**src/rtl/tlb_page_walker.sv**
```systemverilog
// Radix page-table walker for TLB misses: one walk at a time, one PTE read per level,
// ending in a one-cycle fill pulse or a fault pulse.
module tlb_page_walker #(
   parameter int ADDR   = 64,
   parameter int PAGE   = 12,
   parameter int PCID   = 12,
   parameter int LEVELS = 4,
   parameter int IDX_B  = 9
) (
   input  logic            clk,
   input  logic            rst,
   input  logic            miss_valid,
   output logic            miss_ready,
   input  logic [ADDR-1:0] miss_va,
   input  logic [PCID-1:0] miss_pcid,
   input  logic [ADDR-1:0] root_base,
   output logic            mem_req_valid,
   input  logic            mem_req_ready,
   output logic [ADDR-1:0] mem_req_addr,
   input  logic            mem_rsp_valid,
   input  logic [63:0]     mem_rsp_data,
   output logic            fill_valid,
   output logic [ADDR-1:0] fill_va,
   output logic [PCID-1:0] fill_pcid,
   output logic [ADDR-1:0] fill_pa,
   output logic            fault
);

   localparam int VA_TOP = PAGE + LEVELS * IDX_B;
   localparam int VPN_W  = ADDR - PAGE;
   localparam int LVL_W  = (LEVELS > 1) ? $clog2(LEVELS) : 1;

   typedef enum logic [2:0] {IDLE, REQ, WAIT, FILL, FAULT} state_t;

   state_t           state_q, state_d;
   logic [LVL_W-1:0] lvl_q;
   logic [VPN_W-1:0] vpn_q;
   logic [PCID-1:0]  pcid_q;
   logic [ADDR-1:0]  base_q;
   logic             canonical;
   logic [IDX_B-1:0] pte_idx;
   logic [ADDR-1:0]  req_addr;
   logic             unused_bits;

   assign unused_bits = ^{mem_rsp_data[PAGE-1:1], miss_va[PAGE-1:0]};

   // Bits above the translated range must be a sign-extension of the top translated bit.
   always_comb begin
      canonical = 1'b1;
      for (int i = VA_TOP; i < ADDR; i++) begin
         if (miss_va[i] != miss_va[VA_TOP-1]) canonical = 1'b0;
      end
   end

   assign pte_idx  = vpn_q[IDX_B*int'(lvl_q) +: IDX_B];
   assign req_addr = base_q + (ADDR'(pte_idx) << 3);

   always_comb begin
      state_d       = state_q;
      miss_ready    = 1'b0;
      mem_req_valid = 1'b0;
      mem_req_addr  = '0;
      fill_valid    = 1'b0;
      fault         = 1'b0;
      case (state_q)
         IDLE: begin
            miss_ready = 1'b1;
            if (miss_valid) state_d = canonical ? REQ : FAULT;
         end
         REQ: begin
            mem_req_valid = 1'b1;
            mem_req_addr  = req_addr;
            if (mem_req_ready) state_d = WAIT;
         end
         WAIT: begin
            if (mem_rsp_valid) begin
               if (!mem_rsp_data[0])  state_d = FAULT;
               else if (lvl_q == '0)  state_d = FILL;
               else                   state_d = REQ;
            end
         end
         FILL: begin
            fill_valid = 1'b1;
            state_d    = IDLE;
         end
         FAULT: begin
            fault   = 1'b1;
            state_d = IDLE;
         end
         default: state_d = IDLE;
      endcase
   end

   // The fill_* registers are only loaded on entry to FILL/FAULT so they hold between pulses.
   always_ff @(posedge clk or posedge rst) begin
      if (rst) begin
         state_q   <= IDLE;
         lvl_q     <= '0;
         vpn_q     <= '0;
         pcid_q    <= '0;
         base_q    <= '0;
         fill_va   <= '0;
         fill_pcid <= '0;
         fill_pa   <= '0;
      end else begin
         state_q <= state_d;
         if (state_q == IDLE && miss_valid) begin
            vpn_q  <= miss_va[ADDR-1:PAGE];
            pcid_q <= miss_pcid;
            base_q <= root_base;
            lvl_q  <= LVL_W'(LEVELS - 1);
         end
         if (state_q == WAIT && mem_rsp_valid && mem_rsp_data[0] && lvl_q != '0) begin
            base_q <= {mem_rsp_data[ADDR-1:PAGE], {PAGE{1'b0}}};
            lvl_q  <= lvl_q - 1'b1;
         end
         if (state_d == FAULT) begin
            fill_va   <= {(state_q == IDLE) ? miss_va[ADDR-1:PAGE] : vpn_q, {PAGE{1'b0}}};
            fill_pcid <= (state_q == IDLE) ? miss_pcid : pcid_q;
            fill_pa   <= '0;
         end
         if (state_d == FILL) begin
            fill_va   <= {vpn_q, {PAGE{1'b0}}};
            fill_pcid <= pcid_q;
            fill_pa   <= {mem_rsp_data[ADDR-1:PAGE], {PAGE{1'b0}}};
         end
      end
   end

endmodule

```
**config.mk**
```make
export PLATFORM = sky130hd
export DESIGN_NAME = tlb_page_walker
export DESIGN_NICKNAME = d
export VERILOG_FILES = /design/src/rtl/tlb_page_walker.sv
export SDC_FILE = /design/constraint.sdc
export NUM_CORES = 1
export LEC_CHECK = 0
export CELL_PAD_IN_SITES_DETAIL_PLACEMENT = 1
export CELL_PAD_IN_SITES_GLOBAL_PLACEMENT = 2
export CORE_UTILIZATION = 30
export DETAILED_ROUTE_END_ITERATION = 7
export MAX_ROUTING_LAYER = met4
export PLACE_DENSITY = 0.92
export RECOVER_POWER = 25
export SETUP_SLACK_MARGIN = 0.05
export SLEW_MARGIN = 15
export SYNTH_ARGS = -nofsm -noshare
export SYNTH_HDL_FRONTEND = slang
export SYNTH_SLANG_ARGS = --single-unit
```
**constraint.sdc**
```tcl
create_clock -name clk -period 14.1 [get_ports clk]
set_input_delay 2.82 -clock clk [delete_from_list [all_inputs] [get_ports clk]]
set_output_delay 2.82 -clock clk [all_outputs]
set_load 0.03 [all_outputs]
```
==> impl_metrics.py <==
metrics = {
    "clock_tree": {
        "postCtsSetupBuffers": 0,
        "cts_tree": "done",
        "htreeDepth": 1,
        "clock_path_buffers": 3,
        "hold_buffers": 0,
        "cts_resized": 0,
        "clock-sinks": 249,
        "cts.clk_slew.worst_paths_ps": 70,
        "cts_made_buffers": 30,
        "clk_latency_ps": 600,
        "root_buffer": "clkbuf_16",
    },
    "logic_synthesis": {
        "synthAdderAreaFrac_pct": 1.13,
        "synth_cell_types": 61,
        "yosys.area_share.simple_pct": 20.5,
        "yosysTopAreaCell": "dfrtp_1",
        "ys.flop_type": "dfrtp_1",
        "synth_top_family_by_area": "simple AND/OR/NAND/NOR gates",
        "ys_async_sr_fraction_pct": 100,
        "synth_area_leaders": "dfrtp_1 (49%), nand2_1 (10%), a22oi_1 (6.8%), mux2i_1 (5.0%), a22o_1 (3.5%)",
        "synthMuxAreaShare_pct": 6.57,
        "syn_inst": 1372,
        "synthXorXnorAreaFrac_pct": 0.341,
        "seq_area_frac_synth_pct": 48.5,
        "avgSynthCellArea_um2": 9.36,
        "synth-compound-area-share_pct": 17.5,
        "synth-edff-count": 0,
        "ys_seq_elements": 249,
        "netlist_area_um2": 12800,
        "yosys_warnings": 0,
        "yosysTopAreaCellShare_pct": 48.5,
    },
    "die": {
        "die_h_um": 209,
        "std_cell_rows": 75,
        "die_area_um2": 43600,
        "coreArea_um2": 42000,
        "io_pins": 417,
        "die_x_um": 209,
        "initial_core_util_pct": 30.5,
    },
    "pwr": {
        "p_leak_nw": 7.73,
        "fin_total_pwr_mw": 2.07,
        "power_density_nw_per_um2": 116,
        "ir_worst_vdd_mv": 0.0835,
    },
    "sta": {
        "fmax_mhz": 123,
        "final-setup-viol-count": 0,
        "slew_viol_final": 197,
        "fin_skew_ps": 38.0,
        "fin_tns_setup_ps": 0,
        "grt_setup_unrepaired": "false",
        "fin_crit_sh_pct": 57.8,
        "worst_slack_ps": 5950,
        "hold_viol": 0,
        "tightest_slew_ps": 6010,
        "slew_headroom_pct": -301,
        "period_needed_ps": 8150,
    },
    "detailed_routing": {
        "wl_per_cell_um": 21.3,
        "firstDrtPassIters": 4,
        "drc": 0,
        "drtAntennaViolNets": 0,
        "drt-total-wl_mm": 48.1,
        "dr.first_iter.drc_count": 564,
        "via_count": 11900,
        "via_per_inst": 5.28,
    },
    "grt": {
        "grt_max_degree": 128,
        "antenna_found_initial": 3,
        "use_met3_pct": 6.76,
        "top_usage_layer": "met2",
        "grt.overflow.total": 0,
        "grtUsageMet1_pct": 26.7,
        "grt_pass1_vias": 12900,
        "gr-usage-met2_pct": 37.7,
        "grt_pass1_wl_mm": 75.5,
        "grt.total_usage_pct": 22.6,
    },
    "worst_setup_path": {
        "slowest_delay_ps": 3280,
        "required_ps": 14700,
        "reg2reg_to": "fill_va[19]",
        "crit_type": "in2async",
        "cp_common_cell": "buf_4",
        "critical_path.slowest_cell": "clkinvlp_2",
        "critical-path-top-delay-family": "buffers and inverters",
        "r2r_slack_ps": 8180,
        "start_kind": "primary input",
        "reg2reg_from": "state_q[2]",
        "critPathCaptureType": "asynchronous set/reset pin",
        "worst-path-stages": 4,
        "crit_start": "rst",
        "crit_buf_inv": 4,
        "crit_path_max_fanout": 127,
        "cp-endpoint": "lvl_q[1]",
        "crit_chain": "dlygate4sd3_1 > clkinvlp_2 > buf_4 > buf_4",
        "reg2reg_depth": 8,
        "cp.arrival_ps": 8750,
    },
    "place": {
        "dpl-instance-area_um2": 16900,
        "dp_hpwl_mm": 32.8,
        "dp_slack_ps": 6740,
        "globalplace.congestion": 0.785,
        "port-buffer-count": 369,
    },
    "job": {
        "maxCapViolCount": 2,
    },
    "outcome": {
        "violations": "max-capacitance violations, max-slew violations",
        "status": "complete, but fails checks",
    },
    "cells_and_area": {
        "final_cell_mix": "clkdlybuf4s50_1 (366), nand2_1 (346), dfrtp_1 (249), a22oi_1 (117), nor2_1 (81)",
        "layout-drive-gt1-share_pct": 5.58,
        "final_area_um2": 17800,
        "final_common_cell": "clkdlybuf4s50_1",
        "fill_cells": 4794,
        "syn_to_final_growth_pct": 38.9,
        "multi_input_area_um2": 6080,
        "regArea_um2": 6230,
        "fin_nets": 1917,
    },
    "worst_hold_path": {
        "hp-class": "reg2reg",
    },
}
[per-stage QoR]
stage,std cells,utilization (%),hold slack (ps)
2_1_floorplan,1395,-,445
3_3_place_gp,2204,40.2,459
3_5_place_dp,2204,40.2,466
4_1_cts,2260,42.4,481
5_1_grt,2263,42.4,509
6_report,2263,42.4,477
[cells by family after synthesis]
group | after synthesis
flops | 249
buf+inv | 137
xor+xnor | 5
mux | 73
compound gates | 318
other cells | 1
simple gates | 578
fa+ha+maj | 11
[power breakdown]
group / total, mW / switching, mW / leakage, nW / internal, mW
sequential: 0.867 / 0.0728 / 3.07 / 0.794
clock: 0.747 / 0.326 / 0.459 / 0.421
combinational: 0.456 / 0.262 / 4.20 / 0.194
total: 2.07 / 0.661 / 7.73 / 1.41
[routing by layer]
layer | routed length, um | share of wire, %
met5 | 0 | 0
met1 | 20300 | 42
met3 | 3550 | 7.4
met4 | 1010 | 2.1
met2 | 23200 | 48
[cells in the mapped netlist, drive strengths merged (5+ instances only)]
master	number
and2	6
clkbuf	50
o21ai	22
ha	10
nand3	26
a211oi	5
nand2	347
dfrtp	249
mux2i	64
buf	68
a21oi	66
and3	10
nor2	83
o31ai	32
mux4	9
or3	17
nor4	11
nor3	7
a22oi	117
or4	34
inv	18
nand4	22
a22o	52
[state kept, by name, indices dropped and copies added (netlist names)]
register / count
base_q: 64
fill_pa: 52
fill_pcid: 12
fill_va: 52
lvl_q: 2
pcid_q: 12
state_q: 3
vpn_q: 52
[worst min-delay path by stage]
stage / start / end / slack (ps) / cells past startpoint
3_3_place_gp: pcid_q[11] / pcid_q[11] / 460 / 2
4_1_cts: pcid_q[6] / pcid_q[6] / 480 / 2
6_report: vpn_q[37] / vpn_q[37] / 480 / 2
3_5_place_dp: pcid_q[9] / pcid_q[9] / 470 / 2
5_1_grt: pcid_q[6] / pcid_q[6] / 510 / 2
2_1_floorplan: pcid_q[0] / pcid_q[0] / 440 / 2
[layout make-up]
cell class	instances	share of cell area, %
antenna	3	0.0421
clock buffer	47	4.85
clock inverter	9	0.407
inverter	19	0.407
multi-input combinational	1009	34.1
sequential	249	34.9
tap	539	3.78
timing repair buffer	388	21.5
[worst register-to-register path, stage by stage, from the launching register on]
cell and delay (ps):
dfrtp_1 440, or3_1 400, buf_4 260, nor2_4 130
clkbuf_1 2590, buf_4 1070, a21oi_4 90, buf_4 400
a22oi_1 430
(Power assumes the default switching activity.)
